===== src/rtl/bsg_link_pkg.sv =====
// Shared definitions for the BSG source-synchronous link endpoints.
// Used by both the upstream transmitter and the downstream receiver.
package bsg_link_pkg;

  localparam int LINK_BYTE_W      = 8;
  localparam int LINK_WORD_W      = 32;
  localparam int BYTES_PER_WORD   = LINK_WORD_W / LINK_BYTE_W;
  localparam int CREDITS_PER_WORD = 2;
  localparam int BYTE_IDX_W       = 2;

  typedef enum logic {
    IDLE = 1'b0,
    SEND = 1'b1
  } link_state_e;

  // Byte lane idx of a link word, lane 0 being the least significant byte.
  function automatic logic [LINK_BYTE_W-1:0] word_byte(
    input logic [LINK_WORD_W-1:0] word,
    input logic [BYTE_IDX_W-1:0]  idx
  );
    return word[{idx, 3'b000} +: LINK_BYTE_W];
  endfunction

endpackage


===== src/rtl/bsg_credit_counter.sv =====
// Saturating credit counter: consumes a fixed amount per use, returns a fixed
// amount per token, clamps at MAX and flags any overflow stickily.
module bsg_credit_counter #(
  parameter int MAX         = 64,
  parameter int RETURN_AMT  = 8,
  parameter int CONSUME_AMT = 2,
  parameter int W           = 7
) (
  input  logic         clk,
  input  logic         rst,
  input  logic         consume_i,
  input  logic         return_i,
  output logic [W-1:0] count_o,
  output logic         err_o
);

  // Two guard bits so count + RETURN_AMT cannot wrap before the clamp compare.
  localparam int SUM_W = W + 2;

  logic [W-1:0]     count_q, count_d;
  logic             err_q, err_d;
  logic [SUM_W-1:0] sum;

  always_comb begin
    sum = SUM_W'(count_q);
    if (return_i) begin
      sum = sum + SUM_W'(RETURN_AMT);
    end
    if (consume_i) begin
      sum = sum - SUM_W'(CONSUME_AMT);
    end
    count_d = sum[W-1:0];
    err_d   = err_q;
    if (sum > SUM_W'(MAX)) begin
      count_d = W'(MAX);
      err_d   = 1'b1;
    end
  end

  always_ff @(posedge clk) begin
    if (!rst) begin
      count_q <= W'(MAX);
      err_q   <= 1'b0;
    end else begin
      count_q <= count_d;
      err_q   <= err_d;
    end
  end

  assign count_o = count_q;
  assign err_o   = err_q;

endmodule


===== src/rtl/bsg_upstream_tx.sv =====
// Upstream link transmitter: serialises 32-bit core words onto the 8-bit io
// bus LSB first, gated by receiver-buffer credits returned as token pulses.
//
//   state | meaning
//   IDLE  | no word in flight, io_valid_out low next cycle unless accepting
//   SEND  | io bus carries byte byte_idx of the captured word (0..3)
module bsg_upstream_tx
  import bsg_link_pkg::*;
#(
  parameter int BUF_ENTRIES   = 64,
  parameter int TOKEN_CREDITS = 8,
  parameter int CREDIT_W      = 7
) (
  input  logic                clk,
  input  logic                rst,
  input  logic [31:0]         core_data_in,
  input  logic                core_valid_in,
  output logic                core_ready_out,
  input  logic                io_token_in,
  output logic [7:0]          io_data_out,
  output logic                io_valid_out,
  output logic [CREDIT_W-1:0] credits_out,
  output logic                credit_err_out
);

  link_state_e               state_q, state_d;
  logic [BYTE_IDX_W-1:0]     byte_idx_q, byte_idx_d;
  logic [LINK_WORD_W-1:0]    shift_q, shift_d;
  logic [LINK_BYTE_W-1:0]    io_data_q, io_data_d;
  logic                      io_valid_q, io_valid_d;
  logic [CREDIT_W-1:0]       credits;
  logic                      credit_err;
  logic                      last_byte;
  logic                      accept;

  // Ready looks only at registered state, so a token never reaches an output
  // in the same cycle.
  assign last_byte      = (state_q == SEND) &&
                          (byte_idx_q == BYTE_IDX_W'(BYTES_PER_WORD - 1));
  assign core_ready_out = ((state_q == IDLE) || last_byte) &&
                          (credits >= CREDIT_W'(CREDITS_PER_WORD));
  assign accept         = core_valid_in && core_ready_out;

  always_comb begin
    state_d    = state_q;
    byte_idx_d = byte_idx_q;
    shift_d    = shift_q;
    io_data_d  = io_data_q;
    io_valid_d = 1'b0;
    if (accept) begin
      state_d    = SEND;
      byte_idx_d = '0;
      shift_d    = core_data_in;
      io_data_d  = word_byte(core_data_in, '0);
      io_valid_d = 1'b1;
    end else if ((state_q == SEND) && !last_byte) begin
      byte_idx_d = byte_idx_q + 1'b1;
      io_data_d  = word_byte(shift_q, byte_idx_q + 1'b1);
      io_valid_d = 1'b1;
    end else begin
      state_d    = IDLE;
      byte_idx_d = '0;
    end
  end

  always_ff @(posedge clk) begin
    if (!rst) begin
      state_q    <= IDLE;
      byte_idx_q <= '0;
      shift_q    <= '0;
      io_data_q  <= '0;
      io_valid_q <= 1'b0;
    end else begin
      state_q    <= state_d;
      byte_idx_q <= byte_idx_d;
      shift_q    <= shift_d;
      io_data_q  <= io_data_d;
      io_valid_q <= io_valid_d;
    end
  end

  bsg_credit_counter #(
    .MAX         (BUF_ENTRIES),
    .RETURN_AMT  (TOKEN_CREDITS),
    .CONSUME_AMT (CREDITS_PER_WORD),
    .W           (CREDIT_W)
  ) u_credit_counter (
    .clk       (clk),
    .rst       (rst),
    .consume_i (accept),
    .return_i  (io_token_in),
    .count_o   (credits),
    .err_o     (credit_err)
  );

  assign io_data_out    = io_data_q;
  assign io_valid_out   = io_valid_q;
  assign credits_out    = credits;
  assign credit_err_out = credit_err;

endmodule

===== config.mk =====
export PLATFORM = sky130hd
export DESIGN_NAME = bsg_upstream_tx
export DESIGN_NICKNAME = d
export VERILOG_FILES = /design/src/rtl/bsg_link_pkg.sv /design/src/rtl/bsg_credit_counter.sv /design/src/rtl/bsg_upstream_tx.sv
export SDC_FILE = /design/constraint.sdc
export NUM_CORES = 1
export LEC_CHECK = 0
export CAP_MARGIN = 20
export CORE_AREA = 2 2 73 75
export CTS_BUF_LIST = sky130_fd_sc_hd__clkbuf_4 sky130_fd_sc_hd__clkbuf_8
export DETAILED_ROUTE_END_ITERATION = 12
export DIE_AREA = 0 0 75 77
export PLACE_DENSITY = 0.86
export SYNTH_ARGS = -nofsm -noshare
export SYNTH_HDL_FRONTEND = slang
export SYNTH_SLANG_ARGS = --single-unit

===== constraint.sdc =====
create_clock -name clk -period 2.56 [get_ports clk]
set_input_delay 0.512 -clock clk [delete_from_list [all_inputs] [get_ports clk]]
set_output_delay 0.512 -clock clk [all_outputs]
set_load 0.01 [all_outputs]

==> results.toml, run 1 <==
[synthesis]
ys_types = 40
netlist_area_sq_um = 2400
ys_ff_latch = 51
synth-seq-area-share_pct = 42.5
synth_cells = 277
yosys_warnings = 0
avgSynthCellArea_sq_um = 8.66
synth_fp_nets = 319

[clocking]
htreeDepth = 2
cts_sinks = 51
cts_tree = "built"
cts_buffers = 5
cts-root-buf = "clkbuf_8"
path_clk_slew_ns = 0.09
clk_path_buf_depth = 2
insertion_delay_ns = 0.30

[place]
routabilityCongestion = 0.783
port_buffers = 52
place_ws_ns = -0.0529
place_hpwl_mm = 3.57

[pwr]
p_int_uw = 1590
p_total_uw = 2410
clock_power_share_pct = 19.1
netSwitchingFraction_pct = 34.1
p_comb_share_pct = 40.2
switchingPower_uw = 821
p_per_area_nw_per_um2 = 765
p_leak_uw = 0.00121
ir_worst_vdd_v = 0.000400
pwr-share-seq_pct = 40.7

[critical_path]
crit_required_ns = 2.81
cp_max_fo = 5
endpoint_kind = "flop"
crit_arrival_ns = 2.53
critPathLaunchType = "flop"
critPathKind = "flop to flop"

[global_route]
grt_pass1_wl_mm = 8.29
grt_antenna_before_repair = 0
grt_use_total_pct = 18.2
grt_max_degree = 43
grt_overflow_total = 0
grt_pass1_vias = 1874

[sta]
post-route-period-util_pct = 89.3
final_hold_viol_count = 0
setup_slack_ns = 0.274
slew_violations = 0
rsz0062_at_grt = "no"
fin_skew_ns = 0.00401
max_freq_ghz = 0.437
worstMarginPinSlew_ns = 0.509
period_needed_ns = 2.29
setup_viol = 0
relSlewSlack_pct = 66.1
hold_ws_ns = 0.455

[floorplanning]
core_sq_um = 4980
start_util_pct = 48.2
io_pins = 54
dieHeight_um = 77
fp-row-count = 26
die_x_um = 75
dieArea_sq_um = 5780

[drt]
vias = 2073
route.detailed.drc = 0
vias_per_cell = 5.13
drt_iter0_markers = 142
wl_mm = 5.02
wl_per_cell_um = 12.4
drtAntennaViolNets = 0
first_pass_iters = 4

[cells_and_area]
drive_gt1_share_pct = 14.1
final_common_cell = "nand2_1"
fin_nets = 375
layout_common_cells = "nand2_1, clkdlybuf4s50_1, dfxtp_1, a21oi_1, buf_4"
antenna_cells = 0
synthToLayoutAreaGrowth_pct = 31.3
num-fill-cells = 398

[min_path]
hp-class = "flop to flop"

[outcome]
status = "finished, final reports clean"

[run]
maxCapViolCount = 0
## layer usage
| layer | wire, um | global-route usage (%) |
|---|---|---|
| met1 | 2300 | 25.8 |
| met2 | 2430 | 27.7 |
| met3 | 252 | 4.34 |
| met4 | 25 | 4.46 |
| met5 | 0 | 0 |
## power groups by stage
stage / sequential [uW] / combinational, uW / clock (uW)
2_1_floorplan: 1020 / 578 / 0
3_3_place_gp: 996 / 933 / 0
3_5_place_dp: 1000 / 954 / 0
4_1_cts: 983 / 968 / 474
5_1_grt: 997 / 1070 / 501
6_report: 982 / 969 / 459
## cells in the mapped netlist, drive strengths merged
master,count,area [sq um]
mux2i,1,10.0
buf,7,40.0
o31ai,1,7.51
o21ai,2,10.0
nor2b,2,12.5
o21bai,2,15.0
o2bb2ai,1,8.76
conb,1,3.75
xnor2,4,42.6
a21boi,2,15.0
ha,6,75.1
nand4,3,18.8
nand3,3,15.0
a41o,1,10.0
nand2,78,293
a211oi,1,7.51
clkbuf,11,41.3
and4,2,17.5
nand2b,2,12.5
or2,1,6.26
and3,1,6.26
a21oi,41,205
nor4bb,1,10.0
clkinv,1,3.75
and4bb,1,12.5
nor3b,2,20.0
a2111oi,2,36.3
nor3,3,15.0
nand3b,1,7.51
nor2,13,48.8
mux2,9,101
xor2,4,35.0
dfxtp,51,1020
a31oi,2,12.5
mux4,8,180
inv,6,22.5
## final cells by class
cell class	count	area [sq um]	area share [%]
Tap cell	70	87.6	2.78
Multi-Input combinational cell	201	1280	40.6
Sequential cell	51	1020	32.4
Clock inverter	3	18.8	0.596
Timing Repair Buffer	67	648	20.6
Inverter	7	26.3	0.834
Clock buffer	5	68.8	2.18
## stage by stage
stage	utilization, %	area [sq um]	TNS [ns]	cells
global route	63.3	3150	0	404
CTS	63.1	3140	0	404
finish	63.3	3150	0	404
global placement	61.2	3050	-0.0621	395
floorplan	-	2400	0	277
detailed placement	61.2	3050	-0.137	395
## cells by family (layout without fill, tap and decap cells)
family / after synthesis / in the layout / synth area share [%]
AO/OA/AOI/OAI: 55 / 55 / 13.7
XOR/XNOR: 8 / 8 / 3.23
adder cells (fa/ha/maj): 6 / 6 / 3.13
buffers and inverters: 25 / 82 / 4.48
flip-flops: 51 / 51 / 42.5
multiplexers: 18 / 18 / 12.1
other: 1 / 1 / 0.156
AND/OR/NAND/NOR: 113 / 113 / 20.6
## worst max-delay path: stages (launching register included)
cell and delay (ns):
dfxtp_2 0.36, inv_1 0.06, ha_1 0.16, nand2b_1 0.17, a2111oi_4 0.41, buf_4 0.21
buf_4 0.13, nor3_1 0.06, xnor2_1 0.22, a41o_1 0.24, and4_1 0.20
## repair_timing
action                     CTS  global route
gates resized for setup      1             2
buffers inserted             1             0
setup endpoints to repair    1             2
pin swaps                    1             1
hold buffers                 0             0
## final timing paths
path / startpoint / end / slack (ns) / cells after the start
setup / recovery: u_credit_counter.count_o[2] / u_credit_counter.count_o[2] / 0.27 / 10
hold reg to reg: shift_q[21] / shift_q[21] / 0.46 / 2
hold / removal: shift_q[21] / shift_q[21] / 0.46 / 2
setup reg to reg: u_credit_counter.count_o[2] / u_credit_counter.count_o[2] / 0.27 / 10
## flip-flops by register name (all words and copies together) (netlist names)
name,flops
io_data_out,8
state_q,1
shift_q,32
byte_idx_q,2
u_credit_counter.err_o,1
io_valid_out,1
u_credit_counter.count_o,6
(Power assumes the default switching activity.)
==> inputs of run 2 (changes only) <==
- SKIP_CTS_REPAIR_TIMING: default -> 1
==> results.toml, run 2 (synthesis gave the netlist of run 1 again) <==
[critical_path]
critPathLaunchType = "primary input"
endpoint_kind = "flop"
crit_required_ns = 2.76
critPathSlowestCell = "clkdlybuf4s50_1"
cpLargestDelayFamily = "buffers and inverters"
cpPeakStageDelay_ns = 0.59
crit_arrival_ns = 2.46
critPathKind = "primary input to flop"
cp_max_fo = 6
cp_num_buf_inv = 2
path_cells = "clkdlybuf4s50_1 > nor2b_1 > nand3_1 > a2111oi_0 > buf_4 > xor2_1 > a41o_1 > and4bb_1"

[floorplanning]
core_sq_um = 4980
dieHeight_um = 77
fp-row-count = 26
dieArea_sq_um = 5780
io_pins = 54
start_util_pct = 48.2
die_x_um = 75

[drt]
wl_mm = 5.02
wl_per_cell_um = 12.4
vias_per_cell = 5.14
drt_iter0_markers = 130
first_pass_iters = 4
drtAntennaViolNets = 0
vias = 2076
route.detailed.drc = 0

[cells_and_area]
final_cells = 404
num-fill-cells = 398
largest_reg_flops = 32
fin_util_pct = 63.3
final_common_cell = "nand2_1"
synthToLayoutAreaGrowth_pct = 31.3
drive_gt1_share_pct = 14.1
layout_common_cells = "nand2_1, clkdlybuf4s50_1, dfxtp_1, a21oi_1, buf_4"
fin_nets = 375
fin_area_sq_um = 3150
largest-register = "shift_q"
antenna_cells = 0

[global_route]
grt_pass1_vias = 1862
grt_antenna_before_repair = 0
grt_pass1_wl_mm = 8.22
grt_max_degree = 43
grt_use_total_pct = 18.0
grt_overflow_total = 0

[min_path]
hp-class = "flop to flop"

[clocking]
cts_sinks = 51
cts_tree = "built"
path_clk_slew_ns = 0.09
htreeDepth = 2
cts-root-buf = "clkbuf_8"
clk_path_buf_depth = 2
insertion_delay_ns = 0.30
cts_buffers = 5

[pwr]
switchingPower_uw = 821
p_per_area_nw_per_um2 = 765
pwr-share-seq_pct = 40.8
p_leak_uw = 0.00121
p_total_uw = 2410
p_comb_share_pct = 40.2
clock_power_share_pct = 19.0
ir_worst_vdd_v = 0.000401
p_int_uw = 1590
netSwitchingFraction_pct = 34.1

[sta]
slew_violations = 0
setup_viol = 0
final_hold_viol_count = 0
max_freq_ghz = 0.443
period_needed_ns = 2.26
rsz0062_at_grt = "no"
post-route-period-util_pct = 88.2
setup_tns_ns = 0
fin_skew_ns = 0.00401

[place]
placedCellCount = 395
place_hpwl_mm = 3.57
routabilityCongestion = 0.783
port_buffers = 52
placed_area_sq_um = 3050

[run]
maxCapViolCount = 0

[outcome]
status = "finished, final reports clean"
-- run 2: cell counts in the layout (fill, tap and decap cells not counted) --
No cell type changed its count.
-- run 2: power by group through the flow --
stage,logic (uW),clock network (uW),registers [uW]
floorplan,578,0,1020
global placement,933,0,996
detailed placement,954,0,1000
CTS,960,474,982
global route,1070,501,997
finish,970,458,982
-- run 2: cell type report --
cell class                      count  area (sq um)  share of cell area, %
Tap cell                           70          87.6                   2.78
Sequential cell                    51          1020                   32.4
Multi-Input combinational cell    201          1280                   40.6
Clock buffer                        5          68.8                   2.18
Clock inverter                      3          18.8                  0.596
Inverter                            7          26.3                  0.834
Timing Repair Buffer               67           648                   20.6
-- run 2: worst paths after layout --
check | start | endpoint | slack (ns) | cells after the start
worst max-delay path | io_token_in | u_credit_counter.count_o[3] | 0.30 | 8
worst min-delay path | shift_q[21] | shift_q[21] | 0.46 | 2
worst max register to register | u_credit_counter.count_o[3] | u_credit_counter.count_o[3] | 0.30 | 9
worst min register to register | shift_q[21] | shift_q[21] | 0.46 | 2
-- run 2: worst reg2reg max path, cell delays in order, from the launching register on --
cell       delay (ns)
dfxtp_1          0.35
buf_4            0.17
ha_1             0.29
nor3b_2          0.20
o21bai_1         0.09
a2111oi_0        0.39
buf_4            0.18
xor2_1           0.06
a41o_1           0.25
and4bb_1         0.19
-- run 2: metal layers --
| layer | routed length (um) | global-route usage (%) | up-vias |
|---|---|---|---|
| met4 | 25 | 4.46 | 0 |
| li1 | - | - | 1055 |
| met5 | 0 | 0 | - |
| met2 | 2490 | 27.5 | 57 |
| met3 | 230 | 4.34 | 4 |
| met1 | 2280 | 25.5 | 960 |
-- run 2: metrics by stage --
| step | hold slack [ns] | setup WS, ns |
|---|---|---|
| 2_1_floorplan | 0.433 | 0.292 |
| 3_3_place_gp | 0.440 | -0.0288 |
| 3_5_place_dp | 0.446 | -0.0529 |
| 4_1_cts | 0.459 | -0.171 |
| 5_1_grt | 0.478 | 0.111 |
| 6_report | 0.455 | 0.303 |
